===== src/rtl/pipelined_carry_adder_if.sv =====
// Operand/result handshake bundle for pipelined_carry_adder.
// The ovf signal exists only when PCA_OVF_FLAG_EN is defined.
interface pipelined_carry_adder_if #(
    parameter int WIDTH = 16
);
    logic             in_valid;
    logic             in_ready;
    logic [WIDTH-1:0] a;
    logic [WIDTH-1:0] b;
    logic             cin;
    logic             sub;
    logic             out_valid;
    logic             out_ready;
    logic [WIDTH-1:0] sum;
    logic             cout;
`ifdef PCA_OVF_FLAG_EN
    logic             ovf;

    modport master (
        output in_valid, a, b, cin, sub, out_ready,
        input  in_ready, out_valid, sum, cout, ovf
    );

    modport slave (
        input  in_valid, a, b, cin, sub, out_ready,
        output in_ready, out_valid, sum, cout, ovf
    );
`else
    modport master (
        output in_valid, a, b, cin, sub, out_ready,
        input  in_ready, out_valid, sum, cout
    );

    modport slave (
        input  in_valid, a, b, cin, sub, out_ready,
        output in_ready, out_valid, sum, cout
    );
`endif
endinterface


===== src/rtl/pipelined_carry_adder.sv =====
// Pipelined ripple-carry add/subtract, one WIDTH/STAGES slice per clock.
// Define PCA_OVF_FLAG_EN to add the registered signed-overflow output.
module pipelined_carry_adder #(
    parameter int WIDTH  = 16,
    parameter int STAGES = 4
) (
    input  logic                  clk,
    input  logic                  rst_n,
    pipelined_carry_adder_if.slave bus
);
    localparam int SLICE = WIDTH / STAGES;

    logic adv;
    logic vout;

    assign adv          = !vout || bus.out_ready;
    assign bus.in_ready = adv;

    for (genvar k = 0; k < STAGES; k++) begin : g_stg
        // LO bits are finished on entry, RW operand bits remain.
        localparam int LO = k * SLICE;
        localparam int RW = WIDTH - LO;

        logic [RW-1:0]       a_in;
        logic [RW-1:0]       b_in;
        logic                c_in;
        logic                v_in;
        logic [SLICE-1:0]    s_d;
        logic                c_d;
        logic [LO+SLICE-1:0] r_d;
        logic                v_q;
        logic                c_q;
        logic [LO+SLICE-1:0] r_q;

        if (k == 0) begin : g_first
            assign a_in = bus.a;
            assign b_in = bus.b ^ {WIDTH{bus.sub}};
            assign c_in = bus.sub | bus.cin;
            assign v_in = bus.in_valid;
            assign r_d  = s_d;
        end else begin : g_next
            assign a_in = g_stg[k-1].g_skew.a_q;
            assign b_in = g_stg[k-1].g_skew.b_q;
            assign c_in = g_stg[k-1].c_q;
            assign v_in = g_stg[k-1].v_q;
            assign r_d  = {s_d, g_stg[k-1].r_q};
        end

        assign {c_d, s_d} = {1'b0, a_in[SLICE-1:0]}
                          + {1'b0, b_in[SLICE-1:0]}
                          + {{SLICE{1'b0}}, c_in};

        always_ff @(posedge clk or negedge rst_n) begin
            if (!rst_n) begin
                v_q <= 1'b0;
                c_q <= 1'b0;
                r_q <= '0;
            end else if (adv) begin
                v_q <= v_in;
                c_q <= c_d;
                r_q <= r_d;
            end
        end

        if (k < STAGES - 1) begin : g_skew
            logic [RW-SLICE-1:0] a_q;
            logic [RW-SLICE-1:0] b_q;

            always_ff @(posedge clk or negedge rst_n) begin
                if (!rst_n) begin
                    a_q <= '0;
                    b_q <= '0;
                end else if (adv) begin
                    a_q <= a_in[RW-1:SLICE];
                    b_q <= b_in[RW-1:SLICE];
                end
            end
        end

        if (k == STAGES - 1) begin : g_last
            assign vout          = v_q;
            assign bus.out_valid = v_q;
            assign bus.sum       = r_q;
            assign bus.cout      = c_q;
`ifdef PCA_OVF_FLAG_EN
            logic ovf_d;
            logic ovf_q;

            // a^b^s at the MSB recovers the carry into it.
            assign ovf_d = a_in[SLICE-1] ^ b_in[SLICE-1]
                         ^ s_d[SLICE-1] ^ c_d;

            always_ff @(posedge clk or negedge rst_n) begin
                if (!rst_n) begin
                    ovf_q <= 1'b0;
                end else if (adv) begin
                    ovf_q <= ovf_d;
                end
            end

            assign bus.ovf = ovf_q;
`endif
        end
    end

endmodule


===== src/flat_wrapper.sv =====
// flat-port wrapper written by rule: the top's interface ports become plain ports
module pipelined_carry_adder_flat 
#(
    parameter int WIDTH  = 16,
    parameter int STAGES = 4
)
  (clk, rst_n, bus_in_valid, bus_a, bus_b, bus_cin, bus_sub, bus_out_ready, bus_in_ready, bus_out_valid, bus_sum, bus_cout);
  pipelined_carry_adder_if #(.WIDTH(WIDTH)) bus_i ();
  input  logic clk;
  input  logic rst_n;
  input wire logic [$bits(bus_i.in_valid)-1:0] bus_in_valid;
  input wire logic [$bits(bus_i.a)-1:0] bus_a;
  input wire logic [$bits(bus_i.b)-1:0] bus_b;
  input wire logic [$bits(bus_i.cin)-1:0] bus_cin;
  input wire logic [$bits(bus_i.sub)-1:0] bus_sub;
  input wire logic [$bits(bus_i.out_ready)-1:0] bus_out_ready;
  output wire logic [$bits(bus_i.in_ready)-1:0] bus_in_ready;
  output wire logic [$bits(bus_i.out_valid)-1:0] bus_out_valid;
  output wire logic [$bits(bus_i.sum)-1:0] bus_sum;
  output wire logic [$bits(bus_i.cout)-1:0] bus_cout;
  assign bus_i.in_valid = bus_in_valid;
  assign bus_i.a = bus_a;
  assign bus_i.b = bus_b;
  assign bus_i.cin = bus_cin;
  assign bus_i.sub = bus_sub;
  assign bus_i.out_ready = bus_out_ready;
  assign bus_in_ready = bus_i.in_ready;
  assign bus_out_valid = bus_i.out_valid;
  assign bus_sum = bus_i.sum;
  assign bus_cout = bus_i.cout;
  pipelined_carry_adder #(.WIDTH(WIDTH), .STAGES(STAGES)) u_core (.clk(clk), .rst_n(rst_n), .bus(bus_i));
endmodule

===== config.mk =====
export PLATFORM = sky130hd
export DESIGN_NAME = pipelined_carry_adder_flat
export DESIGN_NICKNAME = d
export VERILOG_FILES = /design/src/rtl/pipelined_carry_adder_if.sv /design/src/rtl/pipelined_carry_adder.sv /design/src/flat_wrapper.sv
export SDC_FILE = /design/constraint.sdc
export NUM_CORES = 1
export LEC_CHECK = 0
export CORE_MARGIN = 5
export CORE_UTILIZATION = 55
export DETAILED_ROUTE_END_ITERATION = 16
export PLACE_DENSITY = 0.8
export SYNTH_ARGS = -nofsm -noshare
export SYNTH_HDL_FRONTEND = slang
export SYNTH_SLANG_ARGS = --single-unit

===== constraint.sdc =====
create_clock -name clk -period 2.3 [get_ports clk]
set_clock_uncertainty 0.05 [all_clocks]
set_input_delay 0.46 -clock clk [delete_from_list [all_inputs] [get_ports clk]]
set_output_delay 0.46 -clock clk [all_outputs]
set_load 0.1 [all_outputs]

==> impl_results.md, run 1 <==
* Max incr delay on CP at around 0.49 ns
* Layout cells sized above 1 at under 10%
* Post-synth top area share at approximately 56%
* # setup viols final at 0
* Worst Reg-to-Reg Cells at 6
* IO Port Bufs at 56
* Min Clock Period, post-route at 2.19 ns
* DR WL/cell at between 10 and 15 µm
* Critical-path cell list: clkdlybuf4s50_1 > or2_2 > fa_1 > a21o_1 > a21oi_1 > xor2_1 > o21ai_0
* Synthesis-stage register bit count at 96
* Gate power share at 47.1%
* Post-CTS Setup Bufs at 0
* Maximum VDD drop at approximately 0.00058 V
* Period utilisation layout at a little over nine tenths
* Primary FF master, synth: dfrtp_1
* TritonCTS Sinks at 96
* DIE AREA at slightly below 10,000 µm²
* TritonCTS clock tree: built
* Mapped Cells at roughly 450
* Routed Antenna Nets at 0
* I/O pin cnt at 57
* Internal power at 0.00400 W
* Worst-margin pin slew at between 0.5 and 0.6 ns
* Critical path's top delay family: buffers and inverters
* Routed vias/inst at 4.94
* Max_cap viols at 0
* Top Usage Layer GRT: met2
* GRT Overall Usage at approximately 17%
* # DRC at 0
* Initial DRC Count at 189
* Avg Cell Area, Syn at 9.41 µm²
* GR Layer Usage met2 at between 20 and 30%
* Placed cell areas at 4850 µm²
* Status: completed
* Yosys warnings at 0
* Critical path type: in2reg
* Max Fclk at between 400 and 500 MHz
* Synth area leaders: dfrtp_1 (56%), nand2_1 (18%), o21ai_0 (3.9%)
* Max-slew violations at 0
* GRT met1 Usage at between 20 and 25%
* CP endpoint kind: flip-flop
* Hold slack at 0.0238 ns
* Startpoint types: input port
* Die Y at between 90 and 100 µm
* Worst EP required at around 2.5 ns
* Layout area overhead at 17.9%
* Origin of the critical flop-to-flop path: u_core.g_stg[2].g_skew.b_q[0]
* First-pass GRT wire length at around 14,000 µm
* Diode count at 0
* Hold_buf cts at 0
* Core area at roughly 7600 µm²
* Leak at ~2.5 nW
* Die X at about 98 µm
* Sum of buffers and inverters on the critical path at 1
* PwrDens at ~1500 nW/µm²
* Fraction of registers with async set or reset after synthesis at 100%
* Cts bufs inserted at 9
* Cell area after synthesis at around 4300 µm²
* Crit Path Max Fanout at 4
* Final hold vios at 0
* Synth top cells by count: nand2_1 (204), dfrtp_1 (96), o21ai_0 (33)
* Final std cell area, no fill at between 5000 and 6000 µm²
* Filler Cell Count at ~640
* Clk_lat worst skew at between 0.3 and 0.4 ns
* Initial Utilization at ~56%
* Slowest stage cell on the critical path: clkdlybuf4s50_1
* H-tree depth at 3
* Clock slew at reported path FFs at 0.09 ns
* Deepest clock path buffer count at 2
* Clock power frac at 14.3%
* DRT Pass-1 Iters at 5
* NetSw at ~0.0034 W
* Pin count of the biggest net entering global routing at about 100
* Unique masters post-synth at 26
* Worst path arrival time at around 2.4 ns
* Syn_nets at between 500 and 600
* Synth area leader: dfrtp_1
* Vias in the first global route at approximately 3,000
* GRT overflow at 0
* Reg-to-reg slack, setup at 0.55 ns
* Met3 Usage GRT at slightly above 4%
* Detailed Place HPWL at approximately 5300 µm
* PostCTS Resize Cnt at 0
* Seq/Total Area, Yosys at a little under three fifths
* Routed WL at ~7700 µm
* Clk Tree Root Cell: clkbuf_8
* Std-Cell Rows at 32
* Routed vias at between 3,000 and 4,000
* Rel. slew slack at 66.1%
* Reg power frac at roughly 39%
* Most frequent cell after synthesis: nand2_1
* Worst min path class: in2async
* RePlAce Congestion at between 0.8 and 0.9
* Reg-to-reg endpoint: u_core.bus.cout
* Cells after DPL at between 500 and 600
* Total power at around 0.0074 W
* Antenna violations before repair at 0
* Unrepaired setup endpoints after global routing: no
* Final net count at 561
* EDFF count, synth at 0
* Sw frac at between 40 and 50%
* Non-Filler Instances at 610
==> power groups by stage <==
stage	Combinational (W)	Sequential (W)	Clock, W
6_report	0.00347	0.00284	0.00106
2_1_floorplan	0.00162	0.00391	0
3_5_place_dp	0.00348	0.00287	0
5_1_grt	0.00384	0.00293	0.00116
3_3_place_gp	0.00337	0.00284	0
4_1_cts	0.00350	0.00284	0.00108
==> worst max path at each step <==
stage	cells past startpoint	slack, ns	start	end
final	7	0.11	bus_sub	u_core.g_stg[0].r_q[3]
after global routing	7	0.04	bus_sub	u_core.g_stg[0].r_q[3]
after CTS	7	0.13	bus_sub	u_core.g_stg[0].r_q[3]
after detailed placement	7	-0.25	bus_sub	u_core.g_stg[0].r_q[3]
after global placement	7	-0.14	bus_sub	u_core.g_stg[0].r_q[3]
after floorplan	5	0.13	u_core.bus.out_valid	bus_in_ready
==> final cells by class <==
class                           instances  area [µm²]  share of cell area (%)
Clock buffer                           11         131                    2.61
Inverter                               19        71.3                    1.42
Sequential cell                        96        2400                    47.7
Tap cell                              102         128                    2.54
Multi-Input combinational cell        316        1650                    32.7
Timing Repair Buffer                   61         598                    11.9
Clock inverter                          5        56.3                    1.12
==> cells by family (layout without fill, tap and decap cells) <==
| kind of cell | after synthesis | count (layout) | share of synthesized area [%] |
|---|---|---|---|
| and+or+nand+nor | 225 | 225 | 20.3 |
| DFF | 96 | 96 | 56.3 |
| xor gates and xnor gates | 19 | 19 | 3.90 |
| buffers and inverters | 42 | 96 | 5.30 |
| AOI/OAI and AO/OA | 52 | 52 | 6.94 |
| adders and majority gates | 20 | 20 | 7.27 |
==> flip-flops by register name, indices dropped and copies added, names as in the netlist <==
signal and cells:
u_core.g_stg.g_skew.a_q 24, u_core.g_stg.g_skew.b_q 24, u_core.g_stg.r_q 24, u_core.bus.sum 16, u_core.g_stg.c_q 3, u_core.g_stg.v_q 3, u_core.bus.cout 1, u_core.bus.out_valid 1
==> cells in the final DEF, fill, tap and decap left out, drive strengths merged <==
master / count
a21o: 3
a21oi: 11
a22oi: 1
buf: 25
bufinv: 1
clkbuf: 11
clkdlybuf4s50: 36
clkinv: 2
clkinvlp: 1
dfrtp: 96
fa: 8
ha: 12
inv: 20
nand2: 204
nand2b: 1
nor2: 12
nor2b: 6
nor3: 1
o21a: 2
o21ai: 34
o31ai: 1
or2: 1
xnor2: 11
xor2: 8
==> layer usage <==
metal / vias up / wire length (µm)
li1: 1503 / -
met1: 1430 / 3470
met2: 71 / 3640
met3: 11 / 434
met4: 0 / 144
met5: - / 0
==> metrics by stage <==
step | worst slack [ns] | setup TNS, ns | util, %
finish | 0.113 | 0 | 65.8
global route | 0.0435 | 0 | 65.8
CTS | 0.129 | 0 | 65.8
detailed placement | -0.250 | -0.750 | 63.4
global placement | -0.141 | -0.381 | 63.4
floorplan | 0.126 | 0 | -
(Power assumes the default switching activity.)
==> run 2: changes to the inputs <==
--- a/config.mk
+++ b/config.mk
@@ -9,6 +9,7 @@
 export CORE_UTILIZATION = 55
 export DETAILED_ROUTE_END_ITERATION = 16
 export PLACE_DENSITY = 0.8
+export SETUP_SLACK_MARGIN = 0.15
 export SYNTH_ARGS = -nofsm -noshare
 export SYNTH_HDL_FRONTEND = slang
 export SYNTH_SLANG_ARGS = --single-unit
==> run 2 against run 1 <==
Compared with the run above:
- largest cell class unchanged
- combinational power barely moved
- setup slack improved by 0.13 ns
- cell count rose by 0.33%
- wire length fell by 2.6%
- first-iteration DRC count fell by 1.1%
- power rose by 1.1%
- via count fell by 2.4%
- die area did not move
- clock power rose by 10%
- critical path depth did not move
- largest power group unchanged
- critical endpoint unchanged
==> impl_results.md, run 2 (synthesized netlist as in run 1, its figures left out) <==
* Antenna violations before repair at 0
* Clk Tree Root Cell: clkbuf_8
* Worst path arrival time at between 2 and 2.5 ns
* Die Y at roughly 100 µm
* Reg-to-reg slack, setup at 0.56 ns
* Post-CTS Setup Bufs at 0
* Worst min path class: reg2reg
* TritonCTS Sinks at 96
* Max-slew violations at 0
* Layout area overhead at 19.2%
* GRT overflow at 0
* DRT Pass-1 Iters at 4
* Clock power frac at approximately 16%
* Worst EP required at about 2.5 ns
* Pin count of the biggest net entering global routing at 99
* Final net count at roughly 560
* Worst Hold Launch: u_core.g_stg[2].v_q
* Reg-to-reg endpoint: u_core.bus.cout
* DR WL/cell at ~12 µm
* Hold endpoint: u_core.g_stg[2].v_q
* Core area at 7650 µm²
* Max_cap viols at 0
* Crit Path Max Fanout at 3
* Sw frac at 44.9%
* Most frequent cells in the layout: nand2_1 (204), dfrtp_1 (95), clkdlybuf4s50_1 (36)
* Reg power frac at approximately two fifths
* Internal power at 0.00410 W
* Detailed Place HPWL at 4970 µm
* Hold path cells at 2
* GRT Overall Usage at between 15 and 20%
* Storage cell area at about 2400 µm²
* Deepest clock path buffer count at 2
* First-pass GRT wire length at 13,200 µm
* Routed Antenna Nets at 0
* Clk_lat worst skew at between 0.3 and 0.4 ns
* Initial Utilization at between 50% and 60%
* Leak at between 2 and 3 nW
* Routed WL at around 7500 µm
* Commonest non-fill, non-tap cell in the layout: nand2_1
* Initial DRC Count at ~190
* Routed vias at a little under 3,000
* CP endpoint kind: flip-flop
* Filler Cell Count at about 630
* Min Clock Period, post-route at roughly 2 ns
* Die X at 98.1 µm
* Regs by FF count: u_core.g_stg.g_skew.a_q: 24 flops, u_core.g_stg.g_skew.b_q: 24 flops, u_core.g_stg.r_q: 24 flops
* Status: completed
* Footprint of the multi-input gates at roughly 1700 µm²
* Critical path type: in2reg
* Clock slew at reported path FFs at about 0.090 ns
* Worst-margin pin slew at around 0.39 ns
* Std-Cell Rows at 32
* NetSw at 0.00334 W
* Worst Reg-to-Reg Cells at 6
* Unrepaired setup endpoints after global routing: no
* Maximum VDD drop at around 0.00063 V
* Period utilisation layout at 89.4%
* Gate power share at 46.1%
* RePlAce Congestion at ~0.81
* Hold slack at approximately 0.42 ns
* TritonCTS clock tree: built
* Max Fclk at slightly below 500 MHz
* # setup viols final at 0
* Startpoint types: input port
* DIE AREA at roughly 9600 µm²
* Final hold vios at 0
* Cts bufs inserted at 9
* Diode count at 0
* Routed vias/inst at a little under 5
* Rel. slew slack at ~74%
* H-tree depth at 3
* Fin Setup TNS at 0 ns
* Vias in the first global route at roughly 2,800
* I/O pin cnt at 57
* PwrDens at 1460 nW/µm²
* Layout cells sized above 1 at 10.4%
* # DRC at 0
* IO Port Bufs at 56
* Origin of the critical flop-to-flop path: u_core.g_stg[2].g_skew.b_q[0]
## run 2: layer usage
metal | routed length, µm | global-route usage (%) | up-vias
li1 | - | - | 1511
met1 | 3710 | 24.6 | 1355
met2 | 3320 | 24.7 | 66
met3 | 341 | 4.29 | 12
met4 | 112 | 5.43 | 0
met5 | 0 | 0 | -
## run 2: per-stage QoR
stage	power [W]	cells	worst slack, ns	instance area [µm²]	util (%)
floorplan	0.00554	454	0.190	4280	-
global placement	0.00621	595	-0.0382	4860	63.6
detailed placement	0.00632	595	-0.142	4860	63.6
CTS	0.00750	612	0.230	5080	66.5
global route	0.00802	612	0.172	5090	66.6
finish	0.00744	612	0.243	5090	66.6
## run 2: worst max path at each step
| stage | end | slack, ns | from |
|---|---|---|---|
| 6_report | u_core.g_stg[0].r_q[3] | 0.24 | bus_sub |
| 5_1_grt | u_core.g_stg[0].c_q | 0.17 | bus_sub |
| 4_1_cts | u_core.g_stg[0].c_q | 0.23 | bus_sub |
| 3_5_place_dp | u_core.g_stg[0].c_q | -0.14 | bus_sub |
| 3_3_place_gp | u_core.g_stg[0].r_q[3] | -0.04 | bus_sub |
| 2_1_floorplan | u_core.g_stg[0].r_q[1] | 0.19 | bus_sub |
## run 2: repair_timing
item	4_1_cts	5_1_grt
endpoints found under the hold margin	29	0
gates resized for setup	0	1
endpoints found under the setup margin	0	1
hold buffers	1	0
## run 2: power by group through the flow
stage | registers, W | clock network, W | logic (W)
detailed placement | 0.00287 | 0 | 0.00344
global placement | 0.00284 | 0 | 0.00337
global route | 0.00294 | 0.00126 | 0.00382
finish | 0.00284 | 0.00117 | 0.00344
floorplan | 0.00391 | 0 | 0.00162
CTS | 0.00284 | 0.00119 | 0.00347
## run 2: worst max-delay path: stages
cell and delay (ns):
clkdlybuf4s50_1 0.49, or2_2 0.34, fa_2 0.35, a21o_1 0.20
a21oi_2 0.16, xor2_1 0.16, o21ai_0 0.08
## run 2: final cells by class
cell class	count	area share, %
multi-input combinational	316	32.6
clock inverter	6	1.65
timing repair buffer	63	12.1
sequential	96	47.2
clock buffer	10	2.51
inverter	19	1.40
tap	102	2.51
